**config.mk**
```make
export PLATFORM = sky130hd
export DESIGN_NAME = booth_product_accumulator
export DESIGN_NICKNAME = d
export VERILOG_FILES = /design/src/rtl/booth_product_accumulator.sv
export SDC_FILE = /design/constraint.sdc
export NUM_CORES = 1
export LEC_CHECK = 0
export ABC_AREA = 1
export CAP_MARGIN = 0
export CORE_MARGIN = 4
export CORE_UTILIZATION = 55
export DETAILED_ROUTE_END_ITERATION = 6
export MAX_ROUTING_LAYER = met4
export PLACE_DENSITY = 0.91
export RECOVER_POWER = 25
export SLEW_MARGIN = 10
export SYNTH_ARGS = -nofsm -noshare
export SYNTH_HDL_FRONTEND = slang
export SYNTH_SLANG_ARGS = --single-unit
```
**constraint.sdc**
```tcl
create_clock -name clk -period 3 [get_ports clk]
set_input_delay 0.6 -clock clk [delete_from_list [all_inputs] [get_ports clk]]
set_output_delay 0.6 -clock clk [all_outputs]
set_load 0.03 [all_outputs]
```
**src/rtl/booth_product_accumulator.sv**
```systemverilog
// Saturating multiply-accumulate back end: sums cfg_len signed products
// per frame and hands each frame sum downstream over valid/ready.
module booth_product_accumulator #(
  parameter int PROD_W  = 9,
  parameter int ACC_W   = 16,
  parameter int COUNT_W = 4
) (
  input  logic               clk,
  input  logic               rst,
  input  logic               clear,
  input  logic [COUNT_W-1:0] cfg_len,
  input  logic               in_valid,
  output logic               in_ready,
  input  logic [PROD_W-1:0]  in_product,
  output logic               out_valid,
  input  logic               out_ready,
  output logic [ACC_W-1:0]   out_sum,
  output logic [COUNT_W:0]   out_count,
  output logic               out_overflow
);

  typedef enum logic [1:0] {
    IDLE,
    ACCUM,
    DONE
  } state_t;

  localparam logic [COUNT_W:0] FULL_LEN =
    {1'b1, {COUNT_W{1'b0}}};
  localparam logic [COUNT_W:0] ONE =
    {{COUNT_W{1'b0}}, 1'b1};
  localparam logic [ACC_W-1:0] MAX_V =
    {1'b0, {(ACC_W-1){1'b1}}};
  localparam logic [ACC_W-1:0] MIN_V =
    {1'b1, {(ACC_W-1){1'b0}}};

  state_t             state_q, state_d;
  logic [ACC_W-1:0]   acc_q, acc_d;
  logic [COUNT_W:0]   cnt_q, cnt_d;
  logic [COUNT_W:0]   len_q, len_d;
  logic               ovf_q, ovf_d;
  logic               in_ready_q;
  logic               out_valid_q;

  logic               acc_in;
  logic               acc_out;
  logic [COUNT_W:0]   len_cfg;
  logic [COUNT_W:0]   cnt_inc;
  logic [ACC_W:0]     prod_x;
  logic [ACC_W:0]     sum;
  logic               sat_hi;
  logic               sat_lo;
  logic [ACC_W-1:0]   sat_sum;

  assign acc_in  = in_valid && in_ready_q;
  assign acc_out = out_valid_q && out_ready;
  assign len_cfg = (cfg_len == '0) ? FULL_LEN
                                   : {1'b0, cfg_len};
  assign cnt_inc = cnt_q + ONE;

  assign prod_x = {{(ACC_W+1-PROD_W){in_product[PROD_W-1]}},
                   in_product};
  assign sum    = {acc_q[ACC_W-1], acc_q} + prod_x;

  // Top two bits disagree only when the true sum left the ACC_W range.
  assign sat_hi = !sum[ACC_W] && sum[ACC_W-1];
  assign sat_lo = sum[ACC_W] && !sum[ACC_W-1];

  always_comb begin
    sat_sum = sum[ACC_W-1:0];
    unique case (1'b1)
      sat_hi:  sat_sum = MAX_V;
      sat_lo:  sat_sum = MIN_V;
      default: sat_sum = sum[ACC_W-1:0];
    endcase
  end

  always_comb begin
    state_d = state_q;
    acc_d   = acc_q;
    cnt_d   = cnt_q;
    len_d   = len_q;
    ovf_d   = ovf_q;
    if (clear) begin
      state_d = IDLE;
      acc_d   = '0;
      cnt_d   = '0;
      len_d   = '0;
      ovf_d   = 1'b0;
    end else begin
      unique case (state_q)
        IDLE: begin
          if (acc_in) begin
            acc_d   = prod_x[ACC_W-1:0];
            cnt_d   = ONE;
            len_d   = len_cfg;
            ovf_d   = 1'b0;
            state_d = (len_cfg == ONE) ? DONE : ACCUM;
          end
        end
        ACCUM: begin
          if (acc_in) begin
            acc_d = sat_sum;
            ovf_d = ovf_q | sat_hi | sat_lo;
            cnt_d = cnt_inc;
            if (cnt_inc == len_q) state_d = DONE;
          end
        end
        DONE: begin
          if (acc_out) begin
            state_d = IDLE;
            acc_d   = '0;
            cnt_d   = '0;
            len_d   = '0;
            ovf_d   = 1'b0;
          end
        end
        default: state_d = IDLE;
      endcase
    end
  end

  always_ff @(posedge clk or negedge rst) begin
    if (!rst) begin
      state_q     <= IDLE;
      acc_q       <= '0;
      cnt_q       <= '0;
      len_q       <= '0;
      ovf_q       <= 1'b0;
      in_ready_q  <= 1'b0;
      out_valid_q <= 1'b0;
    end else begin
      state_q     <= state_d;
      acc_q       <= acc_d;
      cnt_q       <= cnt_d;
      len_q       <= len_d;
      ovf_q       <= ovf_d;
      in_ready_q  <= (state_d != DONE);
      out_valid_q <= (state_d == DONE);
    end
  end

  assign in_ready     = in_ready_q;
  assign out_valid    = out_valid_q;
  assign out_sum      = acc_q;
  assign out_count    = cnt_q;
  assign out_overflow = ovf_q;

endmodule
```
# Word-level counts from Yosys, hierarchy flattened
# Cells that the tools add are included.
dict set report word_totals {
  in_bits 18
  rom_bits 0
  output_inout_bits 24
  mem_count 0
  mem_bits_rw 0
  latch_bits 0
  regBits 31
  word_cells 59
}
dict set report op_classes {
  eq_ne 9
  n_addsub 2
  n_div 0
  magnitude_cmp 0
  muxes 27
  n_reduce_logical 12
  bitwise 2
  mul 0
  shift 0
}
# op count
set op_table {}
lappend op_table {{$mux W16} 4}
lappend op_table {{$pmux W16 S3} 1}
lappend op_table {{$mux W5} 7}
lappend op_table {{$pmux W16 S2} 1}
lappend op_table {{$add A16 B9 Y17} 1}
lappend op_table {{$pmux W5 S3} 1}
lappend op_table {{$mux W2} 6}
lappend op_table {{$pmux W5 S2} 1}
lappend op_table {{$ne A3 B3 Y1 const B} 3}
lappend op_table {{$pmux W2 S3} 1}
lappend op_table {{$add A5 B1 Y5 const B} 1}
lappend op_table {{$eq A5 B1 Y1 const B} 1}
lappend op_table {{$eq A5 B5 Y1} 1}
lappend op_table {{$eq A2 B2 Y1 const B} 2}
lappend op_table {{$logic_and A1 B1 Y1} 4}
lappend op_table {{$logic_not A4 Y1} 1}
lappend op_table {{$mux W1} 4}
lappend op_table {{$reduce_and A4 Y1} 1}
lappend op_table {{$reduce_bool A4 Y1} 1}
lappend op_table {{$pmux W1 S3} 1}
lappend op_table {{$reduce_and A3 Y1} 1}
lappend op_table {{$reduce_bool A3 Y1} 1}
lappend op_table {{$eq A2 B1 Y1 const B} 1}
lappend op_table {{$logic_not A1 Y1} 2}
lappend op_table {{3 further kinds} 4}

# Longest topological paths before layout
# Gate-level depths: netlist (run 1).
dict set report logic_depth {
  word_depth 8
  depth_mapped 20
  ltp_nobuf 20
}

# Least setup slack after synthesis (run 1)
# Ideal clock, no wire load.
dict set report synth_timing {
  path_type {input-to-reg}
  startpoint {in in_product[0]}
  endpoint {reg acc_q[5] (netlist: out_sum[5])}
  path_stages 19
  slack_ps 42
  path_buffers 0
  arrival_time_ps 2893
  setup_time_ps 65
  t_required_ps 2935
  path_cell_list {ha_1 -> fa_1 -> nand2_1 -> nand2_1 -> nand2_1 -> inv_1 -> nand2_1 -> nand2_1 -> nand2_1 -> nand3_1 -> nand2_1 -> inv_1 -> ha_1 -> o21ai_0 -> nor2_1 -> o21ai_0 -> nand2_1 -> nand2_1 -> nand2_1}
}
dict set report synth_via {
  elab_chain_cells 7
  elab_cells_between_ends 9
  classes_between {add/sub (1); mux (4); reduce/logical (4)}
}
# item line_no
set synth_lines {}
lappend synth_lines {{from (decl)} 14} ;# input logic [PROD_W-1:0] in_product,
lappend synth_lines {{$add A16 B9 Y17 (*)} 63} ;# assign sum = {acc_q[ACC_W-1], acc_q} + prod_x;
lappend synth_lines {{$logic_not A1 Y1, on equally long branches} {67, 66}}
lappend synth_lines {{$logic_and A1 B1 Y1, on equally long branches} {67, 66}}
lappend synth_lines {{$pmux W16 S2 (*)} 71} ;# unique case (1'b1)
lappend synth_lines {{$mux W16 (*)} 102} ;# if (acc_in) begin
lappend synth_lines {{$pmux W16 S3 (*)} 91} ;# unique case (state_q)
lappend synth_lines {{$mux W16 (*)} 84} ;# if (clear) begin
lappend synth_lines {{to (signal assigned)} 126} ;# acc_q <= '0;
lappend synth_lines {{to (signal assigned)} 134} ;# acc_q <= acc_d;
lappend synth_lines {{to (decl)} 38} ;# logic [ACC_W-1:0] acc_q, acc_d;
# Mark *: on every way between the ends. The rest lies on a longest branch, timed or not. The select of a mux whose other input is x is not followed.
# A chain may end at the register's enable or synchronous reset.

# Final worst setup path (run 1)
# Ends and elaborated chain as after synthesis.

==> results of run 1 <==
==> critical path, cell delays in order <==
cell	delay, ps
clkdlybuf4s15_1	200
ha_2	200
fa_2	390
nand2_2	90
nand2_2	70
nand2_2	80
inv_1	70
nand2_2	80
nand2_2	70
nand2_2	90
nand3_2	150
nand2_4	130
inv_1	70
ha_4	290
buf_6	180
nand2_1	90
o21ai_0	170
nand2_1	70
nand2_1	70
nand2_1	60
==> area by class of cell <==
type	count	share of cell area, %
flip-flops and latches	31	20.0
repair buffers	91	20.4
clock inverters	1	0.129
clock buffers	6	2.13
well taps	67	2.16
inverters	73	7.12
multi-input cells	331	48.1
==> Yosys cell counts, drive strengths merged <==
cell	count	area share, %
a22oi	7	1.9
clkbuf	3	0.45
o31ai	1	0.27
or2	1	0.23
and2	2	0.45
nand3b	2	0.54
buf	3	0.72
ha	23	10
a21boi	1	0.41
o211ai	1	0.27
xnor2	1	0.32
inv	73	9.9
dfrtp	31	28
o21ai	23	4.4
xor2	3	0.95
o21a	1	0.27
nand3	42	7.6
nand2	170	23
nor2	29	4.4
nor3	4	0.90
nand4	4	0.90
o41ai	1	0.32
fa	1	0.72
a21oi	14	2.5
==> flip-flops by register name (all words and copies together) (netlist names) <==
name          flops
out_sum          16
len_q             5
out_count         5
state_q           2
in_ready          1
out_overflow      1
out_valid         1
==> what timing repair did <==
action | 4_1_cts | 5_1_grt
setup buffers | 0 | 5
pin swaps | 5 | 10
resized for setup | 19 | 35
endpoints found under the setup margin | 15 | 16
==> worst paths after layout <==
| kind | to | slack, ps | depth (start not counted) |
|---|---|---|---|
| worst max-delay path | out_sum[5] | -50 | 20 |
| worst min-delay path | out_sum[13] | 530 | 2 |
| worst max register to register | out_sum[5] | 40 | 19 |
| worst min register to register | out_sum[13] | 530 | 2 |
| max in group asynchronous | out_sum[13] | 670 | 2 |
| min in group asynchronous | out_sum[5] | 1300 | 2 |
==> metrics by stage <==
step	hold WS, ps	TNS (ps)
floorplan	304	0
global placement	500	-7470
detailed placement	504	-9340
CTS	520	0
global route	569	-918
finish	526	-81.5
==> routing by layer <==
metal	GRT usage [%]	routed length (µm)	vias to the layer above
met1	33.8	3450	1550
met4	12.0	533	0
met3	6.24	904	59
li1	-	-	1582
met5	-	0	-
met2	49.3	4630	235
==> power breakdown <==
group          internal (µW)  leakage (µW)  switching (µW)  total (µW)
Clock                    180     0.0000470             177         358
Sequential               528      0.000406             130         658
Combinational           1070       0.00164            1530        2590
==> cell families after synthesis <==
kind of cell | after synthesis | synth area share, %
AOI/OAI and AO/OA | 49 | 10.4
xor gates and xnor gates | 4 | 1.27
adders and majority gates | 24 | 11.1
buffers and inverters | 79 | 11.1
DFF | 31 | 28.0
and+or+nand+nor | 254 | 38.1
==> results.yml, run 1 <==
floorplan:
  die_x_um: 78.9
  io_pins: 42
  fp.dieH_um: 78.9
  core_area_um2: 4790
  start_util_pct: 57.8
  rows: 25
  dieArea_um2: 6230
cells_and_area:
  final_area_um2: 3880
  seq_area_um2: 776
  nFillCells: 299
  nets: 575
  fin_util_pct: 81.1
  layout_commonest_cell: "nand2_1"
  fin_cells: 600
  mostFrequentLayoutCells: "nand2_1 (160), inv_1 (69), buf_4 (48), nand3_1 (41), clkdlybuf4s50_1 (32)"
  drive_above_1_share_pct: 17.8
  multi_input_area_um2: 1870
  num_antenna_cells: 0
  area_growth_pct: 40.3
grt:
  grt_pass1_wl_um: 14300
  grt_max_degree: 32
  grt_pass1_vias: 3215
  antenna_found_initial: 0
  grt_usage_pct: 29.2
  grt-ovfl-total: 0
worst_hold_path:
  hp-start: "out_sum[13]"
  min-delay-path-class: "reg -> reg"
route:
  finalWirelength_um: 9510
  drc: 0
  ant_nets: 0
  firstDrtPassIters: 7
  first_iter_violations: 376
  post_drt_wl_per_cell_um: 15.9
  viasPerCell: 5.71
  vias: 3426
clock_network:
  clockBufferDepth: 2
  htree_levels: 2
  cts-root-buf: "clkbuf_8"
  cts.sinks: 31
  cts_hold_buf: 0
  clk_latency_ps: 300
  cts_tree: "yes"
  path_clk_slew_ps: 80
  cts_inserted_buffers: 5
synthesis:
  synthCells: 441
  synth-seq-cells: 31
  postSynthAreaPerCell_um2: 6.27
  synth-seq-area-share_pct: 28.0
  syn-num-nets: 483
  ys_types: 32
  syn_area_um2: 2770
  ys_warn_count: 0
pwr:
  power.density_nw_per_um2: 930
  p_leak_uw: 0.00210
  irDropWorstVdd_mv: 0.687
  power.total_uw: 3610
timing:
  setup_ws_ps: -45.4
  fmax_ghz: 0.328
  skew_ps: 15.0
  worst_pin_slew_ps: 1760
  slew_viol_final: 32
  timing.final.crit_share_pct: 102
  setup_viol: 3
  min_period_ps: 3050
  slew_headroom_pct: -17.1
  hold_viol: 0
placed_design:
  io_buffers: 41
  dp_hpwl_um: 6030
  place_congestion: 0.922
  post-place-ws_ps: -732
  dpl.cell_count: 588
  postPlaceCellArea_um2: 3570
status:
  failed_checks: "capacitance limit, slew limit, setup timing"
  status: "finished with violations"
setup_path:
  cp-end-kind: "flop"
  r2r_start: "out_sum[0]"
  cp.arrival_ps: 3240
  path_class: "in -> reg"
  path_max_fanout: 15
  start_kind: "input pin"
  cp-startpoint: "in_product[0]"
  crit_required_ps: 3190
run:
  maxCapViolCount: 1
Note: power is estimated with default switching activity, not from simulation.
==> run 2, diff against run 1 <==
Settings changed: CELL_PAD_IN_SITES_DETAIL_PLACEMENT from default to 2, CELL_PAD_IN_SITES_GLOBAL_PLACEMENT from default to 2, CORE_UTILIZATION 55 to 29, PLACE_DENSITY 0.91 to 0.9.
==> run 2 against run 1 <==
Compared with the run above:
- the run still ends with capacitance limit, slew limit, setup timing left
- worst setup slack got worse by 96 ps
- sequential cell count unchanged
- combinational power up 37%
- die area is 79% higher
- register-to-register slack lost 180 ps
- via count increased by 10%
- clock-buffer cell count did not move
- critical path type is now reg -> reg
- largest power group unchanged
==> results.yml, run 2 (synthesis results as in run 1) <==
cells_and_area:
  num_antenna_cells: 0
  drive_above_1_share_pct: 31.6
  area_growth_pct: 62.7
  final_area_um2: 4500
  mostFrequentLayoutCells: "nand2_1 (146), buf_4 (76), inv_1 (63), nand3_1 (37)"
  nets: 608
  layout_commonest_cell: "nand2_1"
  nFillCells: 1085
  largest_reg_flops: 16
placed_design:
  postPlaceCellArea_um2: 3710
  dp_hpwl_um: 9420
  post-place-ws_ps: -1020
  place_congestion: 0.822
  io_buffers: 41
grt:
  antenna_found_initial: 0
  grt_pass1_wl_um: 24500
  gr-usage-met3_pct: 4.65
  grt-ovfl-total: 0
  met1_usage_pct: 30.4
  top_usage_layer: "met2"
  use_met2_pct: 53.2
  grt_pass1_vias: 4298
  grt_max_degree: 32
  grt_usage_pct: 29.5
pwr:
  p_int_uw: 2220
  p_leak_uw: 0.00227
  power.density_nw_per_um2: 1050
  irDropWorstVdd_mv: 0.458
  pwr-share-clk_pct: 10.3
  p_sw_share_pct: 53.1
  pwr-share-seq_pct: 14.9
  p_sw_uw: 2510
  pwr-share-comb_pct: 74.9
  power.total_uw: 4730
setup_path:
  cp.arrival_ps: 3350
  start_kind: "flop"
  path_max_fanout: 7
  cp-end-kind: "flop"
  path_class: "reg -> reg"
  crit_required_ps: 3210
timing:
  timing.final.crit_share_pct: 105
  hold_viol: 0
  slew_viol_final: 32
  setup_tns_ps: -322
  skew_ps: 19.7
  min_period_ps: 3140
  fmax_ghz: 0.318
  setup_viol: 5
  slew_headroom_pct: -30.3
  setup_ws_ps: -141
  rsz0062_at_grt: "yes"
  worst_pin_slew_ps: 1950
route:
  viasPerCell: 5.41
  firstDrtPassIters: 5
  drc: 0
  finalWirelength_um: 18300
  first_iter_violations: 223
  vias: 3767
  post_drt_wl_per_cell_um: 26.3
  ant_nets: 0
floorplan:
  die_x_um: 106
  io_pins: 42
  core_area_um2: 9280
  fp.dieH_um: 106
  start_util_pct: 29.8
  rows: 35
  dieArea_um2: 11200
clock_network:
  htree_levels: 2
  clockBufferDepth: 2
  cts_tree: "yes"
  cts-root-buf: "clkbuf_8"
  cts_inserted_buffers: 5
  cts.sinks: 31
  path_clk_slew_ps: 80
  clk_latency_ps: 320
status:
  status: "finished with violations"
  failed_checks: "capacitance limit, slew limit, setup timing"
worst_hold_path:
  min-delay-path-class: "reg -> reg"
run:
  maxCapViolCount: 1
## run 2: worst paths after layout
check | startpoint | end | slack (ps) | depth (start not counted)
worst max-delay path | out_sum[0] | out_sum[0] | -140 | 18
worst min-delay path | len_q[4] | len_q[4] | 560 | 1
worst max register to register | out_sum[0] | out_sum[0] | -140 | 18
worst min register to register | len_q[4] | len_q[4] | 560 | 1
max in group asynchronous | rst | out_sum[12] | 510 | 2
min in group asynchronous | rst | out_overflow | 1360 | 2
## run 2: final cells by class
| type | count | area (µm²) | share of cell area, % |
|---|---|---|---|
| timing repair buffer | 124 | 1050 | 23.3 |
| multi-input combinational | 331 | 2120 | 47.2 |
| clock inverter | 2 | 35.0 | 0.778 |
| clock buffer | 6 | 82.6 | 1.83 |
| tap | 129 | 161 | 3.59 |
| sequential | 31 | 776 | 17.2 |
| inverter | 73 | 277 | 6.14 |
## run 2: per-stage QoR
step	util, %	std cells	hold slack, ps
after detailed placement	40.0	659	527
after global routing	48.5	696	577
after floorplan	-	441	304
after CTS	45.4	682	550
final	48.5	696	560
after global placement	40.0	659	498
## run 2: critical path, stage by stage, from the launching register on
cell and delay, ps:
dfrtp_1 430, ha_2 230, fa_2 410, nand2_2 110
nand2_2 70, nand2_2 110, inv_2 60, nand2_2 80
nand2_2 70, nand2_2 80, nand3_2 100, nand2_2 110
inv_2 60, ha_4 320, o21ai_4 90, nor2_4 230
buf_6 150, a22oi_2 40, o21ai_0 280
## run 2: per-layer routing
layer	wire length, µm	part of all wire, %	up-vias
li1	-	-	1643
met2	9790	54	142
met5	0	0	-
met4	945	5.2	0
met1	6910	38	1908
met3	645	3.5	74
## run 2: repair_timing
action,in CTS,in global routing
setup buffers,14,14
gates resized for setup,61,62
setup endpoints to repair,16,15
gates cloned,1,0
hold buffers,0,0
pin swaps,9,27
## run 2: power by group through the flow
| stage | Clock, µW | Combinational, µW | Sequential [µW] |
|---|---|---|---|
| 3_5_place_dp | 0 | 2460 | 661 |
| 6_report | 485 | 3540 | 703 |
| 2_1_floorplan | 0 | 1140 | 803 |
| 3_3_place_gp | 0 | 2230 | 648 |
| 4_1_cts | 465 | 2890 | 677 |
| 5_1_grt | 502 | 3710 | 713 |
